**src/rtl/conv_window_mac_ctrl_if.sv**
```systemverilog
`default_nettype none
// ============================================================================
// Module   : conv_window_mac_ctrl_if
// Brief    : Start/address/data/result bundle between the window sequencer,
//            the image and kernel buffers, and the output writer.
// Revision : 1.0
// ============================================================================
interface conv_window_mac_ctrl_if #(
    parameter int ADDR_W  = 10,
    parameter int CADDR_W = 8,
    parameter int DATA_W  = 16
);
    logic                  Start;
    logic [ADDR_W-1:0]     RowBase;
    logic [ADDR_W-1:0]     ColBase;
    logic                  RdEn;
    logic [ADDR_W-1:0]     PixAddr;
    logic [CADDR_W-1:0]    CoefAddr;
    logic [DATA_W-1:0]     PixData;
    logic [DATA_W-1:0]     CoefData;
    logic                  Busy;
    logic [31:0]           ResultData;
    logic                  ResultValid;
    logic                  ResultReady;

    // Environment side: issues Start, serves the memories, consumes results.
    modport master (
        output Start, RowBase, ColBase, PixData, CoefData, ResultReady,
        input  RdEn, PixAddr, CoefAddr, Busy, ResultData, ResultValid
    );

    modport slave (
        input  Start, RowBase, ColBase, PixData, CoefData, ResultReady,
        output RdEn, PixAddr, CoefAddr, Busy, ResultData, ResultValid
    );
endinterface
`default_nettype wire

```
**src/rtl/conv_window_mac_ctrl.sv**
```systemverilog
`default_nettype none
// ============================================================================
// Module   : conv_window_mac_ctrl
// Brief    : Walks a KSIZE x KSIZE window, issues pixel/coefficient reads and
//            accumulates the signed products into a 32-bit valid/ready result.
// Revision : 1.0
// ============================================================================
module conv_window_mac_ctrl #(
    parameter int KSIZE   = 3,
    parameter int IMG_W   = 28,
    parameter int DATA_W  = 16,
    parameter int ADDR_W  = 10,
    parameter int CADDR_W = 8
) (
    input  wire logic               Clk,
    input  wire logic               ResetN,
    conv_window_mac_ctrl_if.slave   bus
);

    typedef enum logic [1:0] {
        S_IDLE  = 2'd0,
        S_ISSUE = 2'd1,
        S_DRAIN = 2'd2,
        S_HOLD  = 2'd3
    } state_t;

    localparam int                 c_CNT_W = (KSIZE > 1) ? $clog2(KSIZE) : 1;
    localparam logic [c_CNT_W-1:0] c_KLAST = c_CNT_W'(KSIZE - 1);
    localparam logic [c_CNT_W-1:0] c_ONE   = c_CNT_W'(1);

    state_t                 r_state;
    state_t                 w_state_nxt;

    logic [c_CNT_W-1:0]     r_row;
    logic [c_CNT_W-1:0]     r_col;
    logic [c_CNT_W-1:0]     w_row_nxt;
    logic [c_CNT_W-1:0]     w_col_nxt;
    logic [ADDR_W-1:0]      r_row_base;
    logic [ADDR_W-1:0]      r_col_base;
    logic [ADDR_W-1:0]      w_row_base_nxt;
    logic [ADDR_W-1:0]      w_col_base_nxt;

    logic                   r_rden;
    logic                   w_rden_nxt;
    logic                   r_busy;
    logic                   r_valid;
    logic                   w_valid_nxt;
    logic                   r_pipe_vld;
    logic                   w_clear;
    logic                   w_load_addr;

    logic [ADDR_W-1:0]      r_pix_addr;
    logic [ADDR_W-1:0]      w_pix_addr_nxt;
    logic [CADDR_W-1:0]     r_coef_addr;
    logic [CADDR_W-1:0]     w_coef_addr_nxt;

    logic [31:0]            r_sum;
    logic signed [2*DATA_W-1:0] w_prod;
    logic [31:0]            w_prod_ext;

    always_ff @(posedge Clk) begin
        if (!ResetN) begin
            r_state <= S_IDLE;
        end else begin
            r_state <= w_state_nxt;
        end
    end

    always_comb begin
        w_state_nxt    = r_state;
        w_row_nxt      = r_row;
        w_col_nxt      = r_col;
        w_row_base_nxt = r_row_base;
        w_col_base_nxt = r_col_base;
        w_rden_nxt     = 1'b0;
        w_valid_nxt    = 1'b0;
        w_clear        = 1'b0;
        w_load_addr    = 1'b0;

        case (r_state)
            S_IDLE: begin
                if (bus.Start) begin
                    w_state_nxt    = S_ISSUE;
                    w_row_base_nxt = bus.RowBase;
                    w_col_base_nxt = bus.ColBase;
                    w_row_nxt      = '0;
                    w_col_nxt      = '0;
                    w_rden_nxt     = 1'b1;
                    w_clear        = 1'b1;
                    w_load_addr    = 1'b1;
                end
            end
            S_ISSUE: begin
                // r_row/r_col name the tap currently on the address bus.
                if ((r_row == c_KLAST) && (r_col == c_KLAST)) begin
                    w_state_nxt = S_DRAIN;
                end else begin
                    w_rden_nxt  = 1'b1;
                    w_load_addr = 1'b1;
                    if (r_col == c_KLAST) begin
                        w_col_nxt = '0;
                        w_row_nxt = r_row + c_ONE;
                    end else begin
                        w_col_nxt = r_col + c_ONE;
                    end
                end
            end
            S_DRAIN: begin
                if (r_pipe_vld) begin
                    w_state_nxt = S_HOLD;
                    w_valid_nxt = 1'b1;
                end
            end
            S_HOLD: begin
                w_valid_nxt = 1'b1;
                if (bus.ResultReady) begin
                    w_state_nxt = S_IDLE;
                    w_valid_nxt = 1'b0;
                end
            end
            default: begin
                w_state_nxt = S_IDLE;
            end
        endcase

        // Out-of-range windows wrap silently by truncation to the bus width.
        if (w_load_addr) begin
            w_pix_addr_nxt  = ADDR_W'((32'(w_row_base_nxt) + 32'(w_row_nxt)) * 32'(IMG_W)
                                      + 32'(w_col_base_nxt) + 32'(w_col_nxt));
            w_coef_addr_nxt = CADDR_W'(32'(w_row_nxt) * 32'(KSIZE) + 32'(w_col_nxt));
        end else begin
            w_pix_addr_nxt  = r_pix_addr;
            w_coef_addr_nxt = r_coef_addr;
        end
    end

    assign w_prod     = $signed(bus.PixData) * $signed(bus.CoefData);
    assign w_prod_ext = 32'(w_prod);

    always_ff @(posedge Clk) begin
        if (!ResetN) begin
            r_row       <= '0;
            r_col       <= '0;
            r_row_base  <= '0;
            r_col_base  <= '0;
            r_rden      <= 1'b0;
            r_busy      <= 1'b0;
            r_valid     <= 1'b0;
            r_pipe_vld  <= 1'b0;
            r_pix_addr  <= '0;
            r_coef_addr <= '0;
            r_sum       <= '0;
        end else begin
            r_row       <= w_row_nxt;
            r_col       <= w_col_nxt;
            r_row_base  <= w_row_base_nxt;
            r_col_base  <= w_col_base_nxt;
            r_rden      <= w_rden_nxt;
            r_busy      <= (w_state_nxt != S_IDLE);
            r_valid     <= w_valid_nxt;
            // Memory data arrives one edge after the read strobe.
            r_pipe_vld  <= r_rden;
            r_pix_addr  <= w_pix_addr_nxt;
            r_coef_addr <= w_coef_addr_nxt;
            if (w_clear) begin
                r_sum <= '0;
            end else if (r_pipe_vld) begin
                r_sum <= r_sum + w_prod_ext;
            end
        end
    end

    assign bus.RdEn        = r_rden;
    assign bus.PixAddr     = r_pix_addr;
    assign bus.CoefAddr    = r_coef_addr;
    assign bus.Busy        = r_busy;
    assign bus.ResultData  = r_sum;
    assign bus.ResultValid = r_valid;

endmodule
`default_nettype wire
```
**src/flat_wrapper.sv**
```systemverilog
// flat-port wrapper written by rule: the top's interface ports become plain ports
module conv_window_mac_ctrl_flat 
#(
    parameter int KSIZE   = 3,
    parameter int IMG_W   = 28,
    parameter int DATA_W  = 16,
    parameter int ADDR_W  = 10,
    parameter int CADDR_W = 8
)
  (Clk, ResetN, bus_Start, bus_RowBase, bus_ColBase, bus_PixData, bus_CoefData, bus_ResultReady, bus_RdEn, bus_PixAddr, bus_CoefAddr, bus_Busy, bus_ResultData, bus_ResultValid);
  conv_window_mac_ctrl_if #(.ADDR_W(ADDR_W), .CADDR_W(CADDR_W), .DATA_W(DATA_W)) bus_i ();
  input  wire logic Clk;
  input  wire logic ResetN;
  input wire logic [$bits(bus_i.Start)-1:0] bus_Start;
  input wire logic [$bits(bus_i.RowBase)-1:0] bus_RowBase;
  input wire logic [$bits(bus_i.ColBase)-1:0] bus_ColBase;
  input wire logic [$bits(bus_i.PixData)-1:0] bus_PixData;
  input wire logic [$bits(bus_i.CoefData)-1:0] bus_CoefData;
  input wire logic [$bits(bus_i.ResultReady)-1:0] bus_ResultReady;
  output wire logic [$bits(bus_i.RdEn)-1:0] bus_RdEn;
  output wire logic [$bits(bus_i.PixAddr)-1:0] bus_PixAddr;
  output wire logic [$bits(bus_i.CoefAddr)-1:0] bus_CoefAddr;
  output wire logic [$bits(bus_i.Busy)-1:0] bus_Busy;
  output wire logic [$bits(bus_i.ResultData)-1:0] bus_ResultData;
  output wire logic [$bits(bus_i.ResultValid)-1:0] bus_ResultValid;
  assign bus_i.Start = bus_Start;
  assign bus_i.RowBase = bus_RowBase;
  assign bus_i.ColBase = bus_ColBase;
  assign bus_i.PixData = bus_PixData;
  assign bus_i.CoefData = bus_CoefData;
  assign bus_i.ResultReady = bus_ResultReady;
  assign bus_RdEn = bus_i.RdEn;
  assign bus_PixAddr = bus_i.PixAddr;
  assign bus_CoefAddr = bus_i.CoefAddr;
  assign bus_Busy = bus_i.Busy;
  assign bus_ResultData = bus_i.ResultData;
  assign bus_ResultValid = bus_i.ResultValid;
  conv_window_mac_ctrl #(.KSIZE(KSIZE), .IMG_W(IMG_W), .DATA_W(DATA_W), .ADDR_W(ADDR_W), .CADDR_W(CADDR_W)) u_core (.Clk(Clk), .ResetN(ResetN), .bus(bus_i));
endmodule
```
**config.mk**
```make
export PLATFORM = sky130hd
export DESIGN_NAME = conv_window_mac_ctrl_flat
export DESIGN_NICKNAME = d
export VERILOG_FILES = /design/src/rtl/conv_window_mac_ctrl_if.sv /design/src/rtl/conv_window_mac_ctrl.sv /design/src/flat_wrapper.sv
export SDC_FILE = /design/constraint.sdc
export NUM_CORES = 1
export LEC_CHECK = 0
export BUFFER_PORTS_ARGS = -buffer_cell sky130_fd_sc_hd__buf_2
export CORE_MARGIN = 2
export CORE_UTILIZATION = 55
export DETAILED_ROUTE_END_ITERATION = 10
export PLACE_DENSITY_LB_ADDON = 0.08
export SLEW_MARGIN = 20
export SYNTH_ARGS = -nofsm -noshare
export SYNTH_HDL_FRONTEND = slang
export SYNTH_SLANG_ARGS = --single-unit
```
**constraint.sdc**
```tcl
create_clock -name Clk -period 7.1 [get_ports Clk]
set_input_delay 1.065 -clock Clk [delete_from_list [all_inputs] [get_ports Clk]]
set_output_delay 1.065 -clock Clk [all_outputs]
set_load 0.03 [all_outputs]
```
==> flow_metrics.tcl, run 1 <==
set metrics [dict create \
    outcome "finished, violations left" \
    violations "design-rule violations" \
    fin_crit_ns 6.70 \
    grt_max_degree 45 \
    cts.sinks 74 \
    ys_types 54 \
    nets 2216 \
    clk_pin_slew_ns 0.06 \
    post-place-cells 2064 \
    cp_data_required_time_ns 7.33 \
    cts-root-buf "clkbuf_16" \
    grt_overflow 0 \
    post_cts_buffers 0 \
    critPathArrivalTime_ns 6.93 \
    htreeDepth 3 \
    drv_cap 0 \
    clk_path_buf_depth 2 \
    synth_common_cells "378 x inv_1, 302 x fa_1, 214 x nand2_1" \
    cts_buffers 9 \
    async_flop_share_pct 0 \
    utilization_pct 61.2 \
    drt_pre_antenna_iters 8 \
    via_per_inst 5.18 \
    drt_drc_violations_left 6 \
    grt_util_all_layers_pct 24.8 \
    wire_per_inst_um 15.7 \
    startpoint_type "input port" \
    max_freq_ghz 0.149 \
    ant_nets 0 \
    syn_area_um2 14700 \
    core_area_um2 26100 \
    synth_flop_cell "dfxtp_1" \
    cts_tree "done" \
    grt_first_pass_wirelength_mm 55.9 \
    clk_latency_ns 0.34 \
    drt_iter0_markers 606 \
    ctsResizeCount 0 \
    syn_inst 1635 \
    antenna_found_initial 1 \
    drive_above_1_share_pct 9.76 \
    rsz0062_at_grt "false" \
    netlist.area_leader.share_pct 41.2 \
    drt_wl_total_mm 32.5 \
    hold_viol_final 0 \
    cp-end-kind "register" \
    synth-edff-count 0 \
    synth_seq_cells 74 \
    row_count 59 \
    die_h_um 167 \
    setup_viol 0 \
    ys_seq_area_share_pct 10.1 \
    finalCritPeriodShare_pct 94.4 \
    crit_type "input port to register" \
    clock_skew_ns 0.00839 \
    syn_area_per_cell_um2 8.97 \
    slowest_delay_ns 0.52 \
    tns_ns 0 \
    place_area_um2 15700 \
    start_util_pct 56.1 \
    crit_chain "buf_2, nand2_1, inv_1, fa_1, fa_1, inv_1, fa_1, inv_1, fa_1, fa_1, inv_1, fa_1, inv_1, ha_1, a211oi_1, o21bai_1, a2111oi_0, a2bb2oi_1, a31o_2, a21o_1, a211o_1, a32o_1" \
    n_fill_cell 2405 \
    yosysMostFrequentCell "inv_1" \
    cpMaxStageDelayCell "fa_1" \
    critPathMaxFanout 10 \
    maxSlewHeadroom_pct 49.5 \
    area_growth_pct 9.08 \
    grt_pass1_vias 11500 \
    hold_buffers 0 \
    dieArea_um2 28000 \
    dieWidth_um 167 \
    num_io_pins 109 \
    hold_class "register to register" \
    ys_top_cells_by_area "fa_1 41%, dfxtp_1 10%, ha_1 10%, inv_1 9.7%, and2_1 6.3%" \
    critical_path.most_common_cell "fa_1" \
    routed-via-count 10800 \
    io_buffers 102 \
    ys_warn_count 0 \
    design_area_um2 16000 \
    stdcell_count 2077 \
    tightest_slew_ns 0.756 \
    hpwl_mm 28.0 \
    drv_slew 0 \
    gp_congestion 0.872 \
    synth_top_area_cell "fa_1" \
]
[registers in the layout, summed over array words and instances (netlist names)]
| register | count |
|---|---|
| u_core.bus.RdEn | 1 |
| u_core.bus.ResultData | 32 |
| u_core.r_col | 2 |
| u_core.bus.ResultValid | 1 |
| u_core.bus.Busy | 1 |
| u_core.r_row_base | 8 |
| u_core.r_col_base | 10 |
| u_core.bus.PixAddr | 10 |
| u_core.bus.CoefAddr | 4 |
| u_core.r_row | 2 |
| u_core.r_state | 2 |
| u_core.r_pipe_vld | 1 |
[worst paths after layout]
check                            start                         to  slack (ns)  cells after the start
max reg2reg  u_core.bus.ResultData[15]  u_core.bus.ResultData[30]        1.64                     18
max                    bus_CoefData[2]  u_core.bus.ResultData[29]        0.40                     22
min reg2reg            u_core.bus.RdEn          u_core.r_pipe_vld        0.46                      1
min                    u_core.bus.RdEn          u_core.r_pipe_vld        0.46                      1
[layout by cell type (no fill, tap or decap), types with 7 or more instances in the layout]
cell type  count
dfxtp_1       74
fa_1         302
ha_1         118
xnor2_1       40
o21bai_1       9
xor2_1        16
inv_1        378
nand2b_1       8
and3_1         8
nand2_1      214
a211oi_1      10
buf_4         42
a21boi_0      10
nor2_1        71
and2_1       147
o21ai_0       22
a31oi_1        7
buf_2        102
a21o_1        15
mux2i_1       23
nor3_1         9
clkbuf_16      9
a21oi_1       40
[kinds of logic after synthesis]
family                   Yosys count  share of synthesized area, %
AO/OA/AOI/OAI                    144                          6.42
XOR/XNOR                          57                          3.46
adder cells (fa/ha/maj)          420                          51.3
buffers and inverters            434                          11.3
flip-flops                        74                          10.1
multiplexers                      24                          1.67
other                              1                        0.0256
AND/OR/NAND/NOR                  481                          15.7
[metal layers]
metal / part of all wire, % / up-vias / GRT usage [%]
met5: 0 / - / 0
met4: 1.9 / 0 / 5.18
met2: 53 / 210 / 44.8
met1: 42 / 5422 / 32.8
met3: 3.4 / 37 / 2.22
li1: - / 5089 / -
[through the flow]
| step | setup slack [ns] | hold slack [ns] |
|---|---|---|
| 3_3_place_gp | 0.0948 | 0.436 |
| 6_report | 0.401 | 0.460 |
| 3_5_place_dp | 0.0434 | 0.446 |
| 4_1_cts | 0.386 | 0.461 |
| 5_1_grt | 0.145 | 0.466 |
| 2_1_floorplan | 0.0961 | 0.456 |
[critical path, delay by kind of cell]
| family | cells | cell delay [ns] |
|---|---|---|
| adders and majority gates | 7 | 3.30 |
| AOI/OAI and AO/OA | 8 | 1.87 |
| buffers and inverters | 6 | 0.54 |
| and+or+nand+nor | 1 | 0.13 |
[final cells by class]
type	count	area, um2	area share, %
flip-flops and latches	74	1480	9.26
multi-input cells	1130	11500	72.1
clock inverters	1	5.00	0.0313
repair buffers	147	886	5.54
inverters	378	1420	8.87
well taps	335	419	2.62
clock buffers	11	243	1.52
diodes	1	2.50	0.0156
Power of run 1 is not shown: default switching activity piles up to over one toggle a cycle in this logic, so the estimate is an artifact.
==> run 2: changes to the inputs <==
--- a/config.mk
+++ b/config.mk
@@ -8,6 +8,7 @@
 export BUFFER_PORTS_ARGS = -buffer_cell sky130_fd_sc_hd__buf_2
 export CORE_MARGIN = 2
 export CORE_UTILIZATION = 55
+export CTS_CLUSTER_DIAMETER = 80
 export DETAILED_ROUTE_END_ITERATION = 10
 export PLACE_DENSITY_LB_ADDON = 0.08
 export SLEW_MARGIN = 20
==> constraint.sdc (replaced) <==
create_clock -name Clk -period 7.95 [get_ports Clk]
set_input_delay 1.1925 -clock Clk [delete_from_list [all_inputs] [get_ports Clk]]
set_output_delay 1.1925 -clock Clk [all_outputs]
set_load 0.03 [all_outputs]
==> run 2 against run 1 <==
  * The run still ends with design-rule violations left
  * Wire length decreased by 2.4%
  * Non-clock buffer count fell by 34
  * Core utilization is 0.78 points lower
  * Register-to-register slack improved by 0.87 ns
  * Global-route usage is 0.70 points lower
  * Die area did not move
  * Sequential cell count stayed put
  * Sequential share of layout area up 0.12 points
  * First-iteration DRC count is 35% lower
  * Clock-buffer cell count up 1
  * Worst hold slack improved by 0.0037 ns
  * Clock skew is 0.0022 ns higher
  * Largest cell class unchanged
==> flow_metrics.tcl, run 2 (synthesized netlist as in run 1, its figures left out) <==
set metrics [dict create \
    drive_above_1_share_pct 8.24 \
    cts-root-buf "clkbuf_16" \
    ctsResizeCount 0 \
    ant_nets 0 \
    critPathArrivalTime_ns 7.34 \
    nets 2182 \
    via_per_inst 5.23 \
    dieArea_um2 28000 \
    antenna_found_initial 0 \
    largest_reg_flops 32 \
    die_h_um 167 \
    grt_max_degree 45 \
    core_area_um2 26100 \
    start_util_pct 56.1 \
    wire_per_inst_um 15.5 \
    max_freq_ghz 0.141 \
    clk_pin_slew_ns 0.06 \
    n_fill_cell 2418 \
    hold_class "register to register" \
    tns_ns 0 \
    row_count 59 \
    hold_viol_final 0 \
    cp-end-kind "register" \
    area_growth_pct 7.69 \
    drt_wl_total_mm 31.7 \
    num_io_pins 109 \
    hold_buffers 0 \
    tightest_slew_ns 0.768 \
    drv_slew 0 \
    layout_commonest_cell "inv_1" \
    outcome "finished, violations left" \
    clk_path_buf_depth 2 \
    setup_viol 0 \
    clk_latency_ns 0.33 \
    fin_crit_ns 7.11 \
    crit_type "input port to register" \
    cts_buffers 9 \
    routed-via-count 10700 \
    violations "design-rule violations" \
    drt_drc_violations_left 6 \
    cts_tree "done" \
    post_cts_buffers 0 \
    gp_congestion 0.812 \
    clock_skew_ns 0.0106 \
    diodes 0 \
    hpwl_mm 26.8 \
    design_area_um2 15800 \
    startpoint_type "input port" \
    cts.sinks 74 \
    cp_data_required_time_ns 8.18 \
    grt_first_pass_wirelength_mm 54.4 \
    place_area_um2 15500 \
    grt_overflow 0 \
    rsz0062_at_grt "false" \
    htreeDepth 3 \
    drt_iter0_markers 395 \
    drt_pre_antenna_iters 8 \
    utilization_pct 60.4 \
    critPathMaxFanout 16 \
    dieWidth_um 167 \
    grt_util_all_layers_pct 24.2 \
    finalCritPeriodShare_pct 89.5 \
    grt_pass1_vias 11200 \
    maxSlewHeadroom_pct 48.6 \
    final_cell_mix "378 x inv_1, 302 x fa_1, 214 x nand2_1" \
    drv_cap 0 \
    io_buffers 102 \
]
## run 2: changes by cell type in the layout (fill, tap and decap cells not counted)
| cell | previous run | this run |
|---|---|---|
| buf_12 | 3 | 0 |
| buf_4 | 42 | 11 |
| bufinv_16 | 0 | 2 |
| clkbuf_1 | 1 | 0 |
| clkbuf_8 | 1 | 3 |
| clkinvlp_4 | 0 | 1 |
| diode_2 | 1 | 0 |
## run 2: critical path, stage by stage
cell	delay [ns]
buf_2	0.31
nand2_1	0.20
inv_1	0.12
fa_1	0.52
fa_1	0.53
inv_1	0.05
fa_1	0.49
inv_1	0.05
fa_1	0.50
fa_1	0.49
inv_1	0.05
fa_1	0.47
inv_1	0.04
ha_1	0.34
a211oi_1	0.23
o21bai_1	0.13
a2111oi_0	0.35
a2bb2oi_1	0.25
a31o_2	0.33
a21o_1	0.19
a211o_1	0.28
a32o_1	0.24
## run 2: cell type report
class,count,area (um2),area share [%]
tap,335,419,2.65
clock buffer,12,267,1.69
multi-input combinational,1130,11500,73.1
inverter,378,1420,8.99
timing repair buffer,113,593,3.76
clock inverter,4,72.6,0.460
sequential,74,1480,9.38
## run 2: per-layer routing
metal / vias to the layer above / share of wire (%) / track usage, %
met2: 194 / 52 / 42.6
met4: 0 / 2.1 / 6.05
met3: 47 / 3.1 / 2.29
li1: 5024 / - / -
met1: 5428 / 43 / 32.2
met5: - / 0 / 0
## run 2: worst paths after layout
| path | from | to | slack, ns | cells after the start |
|---|---|---|---|---|
| worst min-delay path | u_core.bus.PixAddr[0] | u_core.bus.PixAddr[0] | 0.46 | 2 |
| worst max register to register | u_core.bus.ResultData[15] | u_core.bus.ResultData[30] | 2.51 | 18 |
| worst min register to register | u_core.bus.PixAddr[0] | u_core.bus.PixAddr[0] | 0.46 | 2 |
| worst max-delay path | bus_CoefData[1] | u_core.bus.ResultData[29] | 0.84 | 22 |
## run 2: metrics by stage
step | setup slack [ns] | hold slack, ns | std cells
after detailed placement | 0.538 | 0.454 | 2030
after global placement | 0.548 | 0.438 | 2030
after global routing | 0.508 | 0.478 | 2046
final | 0.835 | 0.463 | 2046
after floorplan | 0.819 | 0.456 | 1638
after CTS | 0.877 | 0.471 | 2046
Power of run 2 is left out for the same reason.
